### src/rtl/mem_arbiter_if.sv
// Bus bundle between the two caches, the arbiter and shared main memory.
// master: arbiter side; slave: caches plus memory side.
interface mem_arbiter_if #(
    parameter int ADDR_W = 28,
    parameter int LINE_W = 128
);
    logic              i_mem_read;
    logic [ADDR_W-1:0] i_mem_address;
    logic [LINE_W-1:0] i_mem_readdata;
    logic              i_mem_busywait;

    logic              d_mem_read;
    logic              d_mem_write;
    logic [ADDR_W-1:0] d_mem_address;
    logic [LINE_W-1:0] d_mem_writedata;
    logic [LINE_W-1:0] d_mem_readdata;
    logic              d_mem_busywait;

    logic              mem_read;
    logic              mem_write;
    logic [ADDR_W-1:0] mem_address;
    logic [LINE_W-1:0] mem_writedata;
    logic [LINE_W-1:0] mem_readdata;
    logic              mem_busywait;

    logic [15:0]       i_grant_cnt;
    logic [15:0]       d_grant_cnt;

    modport master (
        input  i_mem_read, i_mem_address,
        output i_mem_readdata, i_mem_busywait,
        input  d_mem_read, d_mem_write,
        input  d_mem_address, d_mem_writedata,
        output d_mem_readdata, d_mem_busywait,
        output mem_read, mem_write,
        output mem_address, mem_writedata,
        input  mem_readdata, mem_busywait,
        output i_grant_cnt, d_grant_cnt
    );

    modport slave (
        output i_mem_read, i_mem_address,
        input  i_mem_readdata, i_mem_busywait,
        output d_mem_read, d_mem_write,
        output d_mem_address, d_mem_writedata,
        input  d_mem_readdata, d_mem_busywait,
        input  mem_read, mem_write,
        input  mem_address, mem_writedata,
        output mem_readdata, mem_busywait,
        input  i_grant_cnt, d_grant_cnt
    );
endinterface

### src/rtl/mem_arbiter.sv
// Arbitrates I-cache and D-cache line transfers onto one main memory.
// Define MEM_ARB_ROUND_ROBIN_EN for round-robin ties (default: D wins).
module mem_arbiter #(
    parameter int ADDR_W = 28,
    parameter int LINE_W = 128
) (
    input  logic          CLK,
    input  logic          RESET,
    mem_arbiter_if.master bus
);

    typedef enum logic [1:0] {
        IDLE,
        SERVE_I,
        SERVE_D,
        RELEASE
    } state_e;

    state_e            state_q;
    logic              last_d_q;
    logic [LINE_W-1:0] i_rd_q;
    logic [LINE_W-1:0] d_rd_q;
    logic [15:0]       i_cnt_q;
    logic [15:0]       d_cnt_q;

    logic              i_req;
    logic              d_req;
    logic              pick_d;
    logic              rel_i;
    logic              rel_d;

    logic              mem_read_d;
    logic              mem_write_d;
    logic [ADDR_W-1:0] mem_addr_d;
    logic [LINE_W-1:0] mem_wdata_d;

    assign i_req = bus.i_mem_read;
    assign d_req = bus.d_mem_read | bus.d_mem_write;

`ifdef MEM_ARB_ROUND_ROBIN_EN
    assign pick_d = d_req & (~i_req | ~last_d_q);
`else
    assign pick_d = d_req;
`endif

    assign rel_i = (state_q == RELEASE) & ~last_d_q;
    assign rel_d = (state_q == RELEASE) &  last_d_q;

    assign bus.i_mem_busywait = i_req & ~rel_i;
    assign bus.d_mem_busywait = d_req & ~rel_d;

    // Memory bus mux: only the granted requester reaches memory.
    always_comb begin
        mem_read_d  = 1'b0;
        mem_write_d = 1'b0;
        mem_addr_d  = '0;
        mem_wdata_d = '0;
        unique case (1'b1)
            (state_q == SERVE_I): begin
                mem_read_d = 1'b1;
                mem_addr_d = bus.i_mem_address;
            end
            (state_q == SERVE_D): begin
                mem_read_d  = bus.d_mem_read;
                mem_write_d = bus.d_mem_write;
                mem_addr_d  = bus.d_mem_address;
                mem_wdata_d = bus.d_mem_writedata;
            end
            default: ;
        endcase
    end

    assign bus.mem_read      = mem_read_d;
    assign bus.mem_write     = mem_write_d;
    assign bus.mem_address   = mem_addr_d;
    assign bus.mem_writedata = mem_wdata_d;

    assign bus.i_mem_readdata = i_rd_q;
    assign bus.d_mem_readdata = d_rd_q;
    assign bus.i_grant_cnt    = i_cnt_q;
    assign bus.d_grant_cnt    = d_cnt_q;

    // Grant FSM with registered line capture and saturating counters.
    always_ff @(posedge CLK or negedge RESET) begin
        if (!RESET) begin
            state_q  <= IDLE;
            last_d_q <= 1'b0;
            i_rd_q   <= '0;
            d_rd_q   <= '0;
            i_cnt_q  <= '0;
            d_cnt_q  <= '0;
        end else begin
            unique case (state_q)
                IDLE: begin
                    if (pick_d) begin
                        state_q  <= SERVE_D;
                        last_d_q <= 1'b1;
                    end else if (i_req) begin
                        state_q  <= SERVE_I;
                        last_d_q <= 1'b0;
                    end
                end
                SERVE_I: begin
                    if (!bus.mem_busywait) begin
                        i_rd_q  <= bus.mem_readdata;
                        state_q <= RELEASE;
                        if (i_cnt_q != 16'hFFFF)
                            i_cnt_q <= i_cnt_q + 16'd1;
                    end
                end
                SERVE_D: begin
                    if (!bus.mem_busywait) begin
                        if (bus.d_mem_read)
                            d_rd_q <= bus.mem_readdata;
                        state_q <= RELEASE;
                        if (d_cnt_q != 16'hFFFF)
                            d_cnt_q <= d_cnt_q + 16'd1;
                    end
                end
                RELEASE: state_q <= IDLE;
                default: state_q <= IDLE;
            endcase
        end
    end

endmodule

### src/flat_wrapper.sv
// flat-port wrapper written by rule: the top's interface ports become plain ports
module mem_arbiter_flat 
#(
    parameter int ADDR_W = 28,
    parameter int LINE_W = 128
)
  (CLK, RESET, bus_i_mem_read, bus_i_mem_address, bus_i_mem_readdata, bus_i_mem_busywait, bus_d_mem_read, bus_d_mem_write, bus_d_mem_address, bus_d_mem_writedata, bus_d_mem_readdata, bus_d_mem_busywait, bus_mem_read, bus_mem_write, bus_mem_address, bus_mem_writedata, bus_mem_readdata, bus_mem_busywait, bus_i_grant_cnt, bus_d_grant_cnt);
  mem_arbiter_if #(.ADDR_W(ADDR_W), .LINE_W(LINE_W)) bus_i ();
  input  logic CLK;
  input  logic RESET;
  input wire logic [$bits(bus_i.i_mem_read)-1:0] bus_i_mem_read;
  input wire logic [$bits(bus_i.i_mem_address)-1:0] bus_i_mem_address;
  output wire logic [$bits(bus_i.i_mem_readdata)-1:0] bus_i_mem_readdata;
  output wire logic [$bits(bus_i.i_mem_busywait)-1:0] bus_i_mem_busywait;
  input wire logic [$bits(bus_i.d_mem_read)-1:0] bus_d_mem_read;
  input wire logic [$bits(bus_i.d_mem_write)-1:0] bus_d_mem_write;
  input wire logic [$bits(bus_i.d_mem_address)-1:0] bus_d_mem_address;
  input wire logic [$bits(bus_i.d_mem_writedata)-1:0] bus_d_mem_writedata;
  output wire logic [$bits(bus_i.d_mem_readdata)-1:0] bus_d_mem_readdata;
  output wire logic [$bits(bus_i.d_mem_busywait)-1:0] bus_d_mem_busywait;
  output wire logic [$bits(bus_i.mem_read)-1:0] bus_mem_read;
  output wire logic [$bits(bus_i.mem_write)-1:0] bus_mem_write;
  output wire logic [$bits(bus_i.mem_address)-1:0] bus_mem_address;
  output wire logic [$bits(bus_i.mem_writedata)-1:0] bus_mem_writedata;
  input wire logic [$bits(bus_i.mem_readdata)-1:0] bus_mem_readdata;
  input wire logic [$bits(bus_i.mem_busywait)-1:0] bus_mem_busywait;
  output wire logic [$bits(bus_i.i_grant_cnt)-1:0] bus_i_grant_cnt;
  output wire logic [$bits(bus_i.d_grant_cnt)-1:0] bus_d_grant_cnt;
  assign bus_i.i_mem_read = bus_i_mem_read;
  assign bus_i.i_mem_address = bus_i_mem_address;
  assign bus_i_mem_readdata = bus_i.i_mem_readdata;
  assign bus_i_mem_busywait = bus_i.i_mem_busywait;
  assign bus_i.d_mem_read = bus_d_mem_read;
  assign bus_i.d_mem_write = bus_d_mem_write;
  assign bus_i.d_mem_address = bus_d_mem_address;
  assign bus_i.d_mem_writedata = bus_d_mem_writedata;
  assign bus_d_mem_readdata = bus_i.d_mem_readdata;
  assign bus_d_mem_busywait = bus_i.d_mem_busywait;
  assign bus_mem_read = bus_i.mem_read;
  assign bus_mem_write = bus_i.mem_write;
  assign bus_mem_address = bus_i.mem_address;
  assign bus_mem_writedata = bus_i.mem_writedata;
  assign bus_i.mem_readdata = bus_mem_readdata;
  assign bus_i.mem_busywait = bus_mem_busywait;
  assign bus_i_grant_cnt = bus_i.i_grant_cnt;
  assign bus_d_grant_cnt = bus_i.d_grant_cnt;
  mem_arbiter #(.ADDR_W(ADDR_W), .LINE_W(LINE_W)) u_core (.CLK(CLK), .RESET(RESET), .bus(bus_i));
endmodule
### config.mk
export PLATFORM = sky130hd
export DESIGN_NAME = mem_arbiter_flat
export DESIGN_NICKNAME = d
export VERILOG_FILES = /design/src/rtl/mem_arbiter_if.sv /design/src/rtl/mem_arbiter.sv /design/src/flat_wrapper.sv
export SDC_FILE = /design/constraint.sdc
export NUM_CORES = 1
export LEC_CHECK = 0
export BUFFER_PORTS_ARGS = -buffer_cell sky130_fd_sc_hd__buf_2
export CAP_MARGIN = 10
export CORE_AREA = 3 3 297 299
export DETAILED_ROUTE_END_ITERATION = 12
export DIE_AREA = 0 0 300 302
export PLACE_DENSITY = 0.4
export SLEW_MARGIN = 20
export SYNTH_ARGS = -nofsm -noshare
export SYNTH_HDL_FRONTEND = slang
export SYNTH_SLANG_ARGS = --single-unit
### constraint.sdc
create_clock -name CLK -period 2.6 [get_ports CLK]
set_input_delay 0.52 -clock CLK [delete_from_list [all_inputs] [get_ports CLK]]
set_output_delay 0.52 -clock CLK [all_outputs]
set_load 0.01 [all_outputs]
==> impl_metrics.toml <==
[outcome]
status = "completed"

[pwr]
power_density_mw_per_mm2 = 1200
leakage_nw = 10.3
ir_drop_v = 0.000413

[setup_path]
crit_start = "u_core.state_q[1]"
cp_data_arrival_time_ns = 1.97
worst_setup_path_end_kind = "output pin"
r2r_start = "u_core.state_q[1]"
ff2ff_setup_slack_ns = 0.49
start_kind = "flip-flop"
worstPathRequired_ns = 2.08
path_class = "reg2out"
path_max_fanout = 33

[timing]
min_period_ns = 2.49
tns_ns = 0
worst_pin_slew_ns = 0.612
fin_worst_skew_ns = 0.0259
post-route-period-util_pct = 95.9
relSlewSlack_pct = 58.8
grt_setup_unrepaired = "no"
hold_viol_final = 0
fmax_ghz = 0.401
setup_violations = 0
drv_slew = 0
hold_ws_ns = 0.187
finalWorstSetupSlack_ns = 0.108

[logic_synthesis]
netlist_instances = 1193
synth-seq-cells = 291
synth_edf_count = 0
synth_most_common_cell = "nand2_1"
yosysSeqAreaShare_pct = 57.8
synth_common_cells = "nand2_1, dfrtp_1, mux2_2"
synth_cell_types = 39
yosysWarnings = 0
yosys.area.top_type = "dfrtp_1"
synth-async-reset-ratio_pct = 100
syn-num-nets = 1517
synth_flop_cell = "dfrtp_1"
synth.area.top_cells = "dfrtp_1, nand2_1, mux2_2, and2_1, a22oi_1"
mappedNetlistArea_mm2 = 0.0126
synth_top_area_share_pct = 57.8
synth.avg_cell_area_um2 = 10.6

[route]
drt_pass1_iterations = 4
wl_mm = 66.5
wl_per_cell_um = 21.1
drc_errors = 0
vias = 11900
viasPerCell = 3.78
drtIter0Drc = 537
ant_nets = 0

[grt]
grt-ovfl-total = 0
grt_pass1_vias = 12400
antenna_found_initial = 34
grtUsageTotal_pct = 13.9
grt_max_degree = 78
grt_pass1_wl_mm = 91.9

[min_path]
hold_class = "in2reg"
hp-start = "bus_mem_readdata[26]"

[floorplan]
rows = 107
dieArea_mm2 = 0.0906
start_util_pct = 14.7
fp.dieH_um = 302
dieWidth_um = 300
io_pins = 766
core_area_mm2 = 0.0854

[clock_tree]
root_buffer = "clkbuf_16"
cts_made_buffers = 39
cts.sink_count = 291
clk_latency_ns = 0.54
htree_levels = 2
clockBufferDepth = 3
cts_tree = "yes"
clk_pin_slew_ns = 0.06

[placed_design]
finalWeightedCongestion = 0.900
hpwl_mm = 54.0
dp_slack_ns = 0.488
numPortBuffers = 765

[final_layout]
drive_gt1_share_pct = 50.3
nets = 2286
area_growth_pct = 54.2
utilization_pct = 22.7

[job]
drv_cap = 0
## report_power, final
| part | leakage [nW] | total [mW] | internal, mW | switching, mW |
|---|---|---|---|---|
| Clock | 0.613 | 5.32 | 3.23 | 2.09 |
| Combinational | 6.07 | 10.4 | 4.47 | 5.94 |
| Sequential | 3.61 | 7.64 | 6.55 | 1.09 |
## kinds of logic (layout without fill, tap and decap cells)
| kind of cell | after synthesis | after routing | synth area share (%) |
|---|---|---|---|
| other | 0 | 13 | 0 |
| and+or+nand+nor | 620 | 620 | 23.0 |
| xor gates and xnor gates | 28 | 28 | 1.95 |
| AOI/OAI and AO/OA | 43 | 43 | 2.48 |
| adders and majority gates | 6 | 6 | 0.596 |
| DFF | 291 | 291 | 57.8 |
| muxes | 131 | 131 | 11.7 |
| buffers and inverters | 74 | 870 | 2.43 |
## timing repair
item,in CTS,in global routing
hold endpoints to repair,40,0
setup buffers,3,1
hold buffers,1,0
endpoints found under the setup margin,7,46
gates resized for setup,6,4
gates cloned,3,0
## worst max-delay path, stage by stage (launching register included)
cell and delay [ns]:
dfrtp_1 0.42, inv_1 0.11, ha_1 0.33, buf_12 0.19
nor2b_1 0.22, buf_2 0.17
## sequential cells by signal, indices dropped and copies added (netlist names)
name                       flops
u_core.bus.d_grant_cnt        16
u_core.bus.i_grant_cnt        16
u_core.last_d_q                1
u_core.bus.i_mem_readdata    128
u_core.state_q                 2
u_core.bus.d_mem_readdata    128
## cells in the final DEF, fill, tap and decap left out, types with 5 or more instances in the layout
| cell type | netlist | final |
|---|---|---|
| nor2_1 | 6 | 6 |
| buf_12 | 0 | 12 |
| a22oi_1 | 28 | 26 |
| xnor2_1 | 18 | 18 |
| nor3_1 | 8 | 8 |
| mux2_2 | 130 | 130 |
| and2_1 | 129 | 129 |
| clkbuf_16 | 0 | 39 |
| a21oi_1 | 5 | 5 |
| nand4_1 | 14 | 14 |
| dfrtp_1 | 291 | 291 |
| nand3_1 | 10 | 10 |
| clkbuf_1 | 44 | 8 |
| nor2b_1 | 32 | 31 |
| clkbuf_8 | 0 | 6 |
| ha_1 | 6 | 5 |
| xor2_1 | 10 | 10 |
| buf_4 | 0 | 13 |
| nand2_1 | 397 | 396 |
| diode_2 | 0 | 13 |
| clkinv_2 | 0 | 7 |
| buf_2 | 23 | 764 |
## stage by stage
| stage | std cells | total power [mW] | cell area (um2) |
|---|---|---|---|
| final | 3146 | 23.4 | 19400 |
| after CTS | 3132 | 23.8 | 19400 |
| after global routing | 3135 | 24.8 | 19400 |
| after detailed placement | 3057 | 17.9 | 17900 |
| after floorplan | 1193 | 12.5 | 12600 |
| after global placement | 3057 | 17.8 | 17900 |
## area by class of cell
class | count | area [um2]
flip-flops and latches | 291 | 7280
clock inverters | 15 | 165
multi-input cells | 828 | 5050
clock buffers | 53 | 1090
fillers | 9446 | 66000
inverters | 5 | 18.8
repair buffers | 797 | 4350
diodes | 13 | 32.5
well taps | 1144 | 1430
## path summary, 6_finish.rpt
| path | endpoint | depth (start not counted) |
|---|---|---|
| worst max-delay path | bus_mem_address[7] | 5 |
| worst max register to register | u_core.bus.d_mem_readdata[55] | 8 |
| worst min register to register | u_core.bus.i_mem_readdata[66] | 2 |
| max in group asynchronous | u_core.bus.i_mem_readdata[101] | 3 |
| worst min-delay path | u_core.bus.i_mem_readdata[26] | 3 |
| min in group asynchronous | u_core.bus.i_mem_readdata[35] | 2 |
## routing by layer
| layer | share of wire, % | vias up | global-route usage, % | wire length, um |
|---|---|---|---|---|
| li1 | - | 5456 | - | - |
| met1 | 36 | 5816 | 14.8 | 23700 |
| met2 | 52 | 484 | 25.8 | 34700 |
| met3 | 9.1 | 114 | 5.10 | 6070 |
| met4 | 2.6 | 32 | 3.82 | 1760 |
| met5 | 0.31 | - | 0 | 209 |
(Power assumes the default switching activity.)
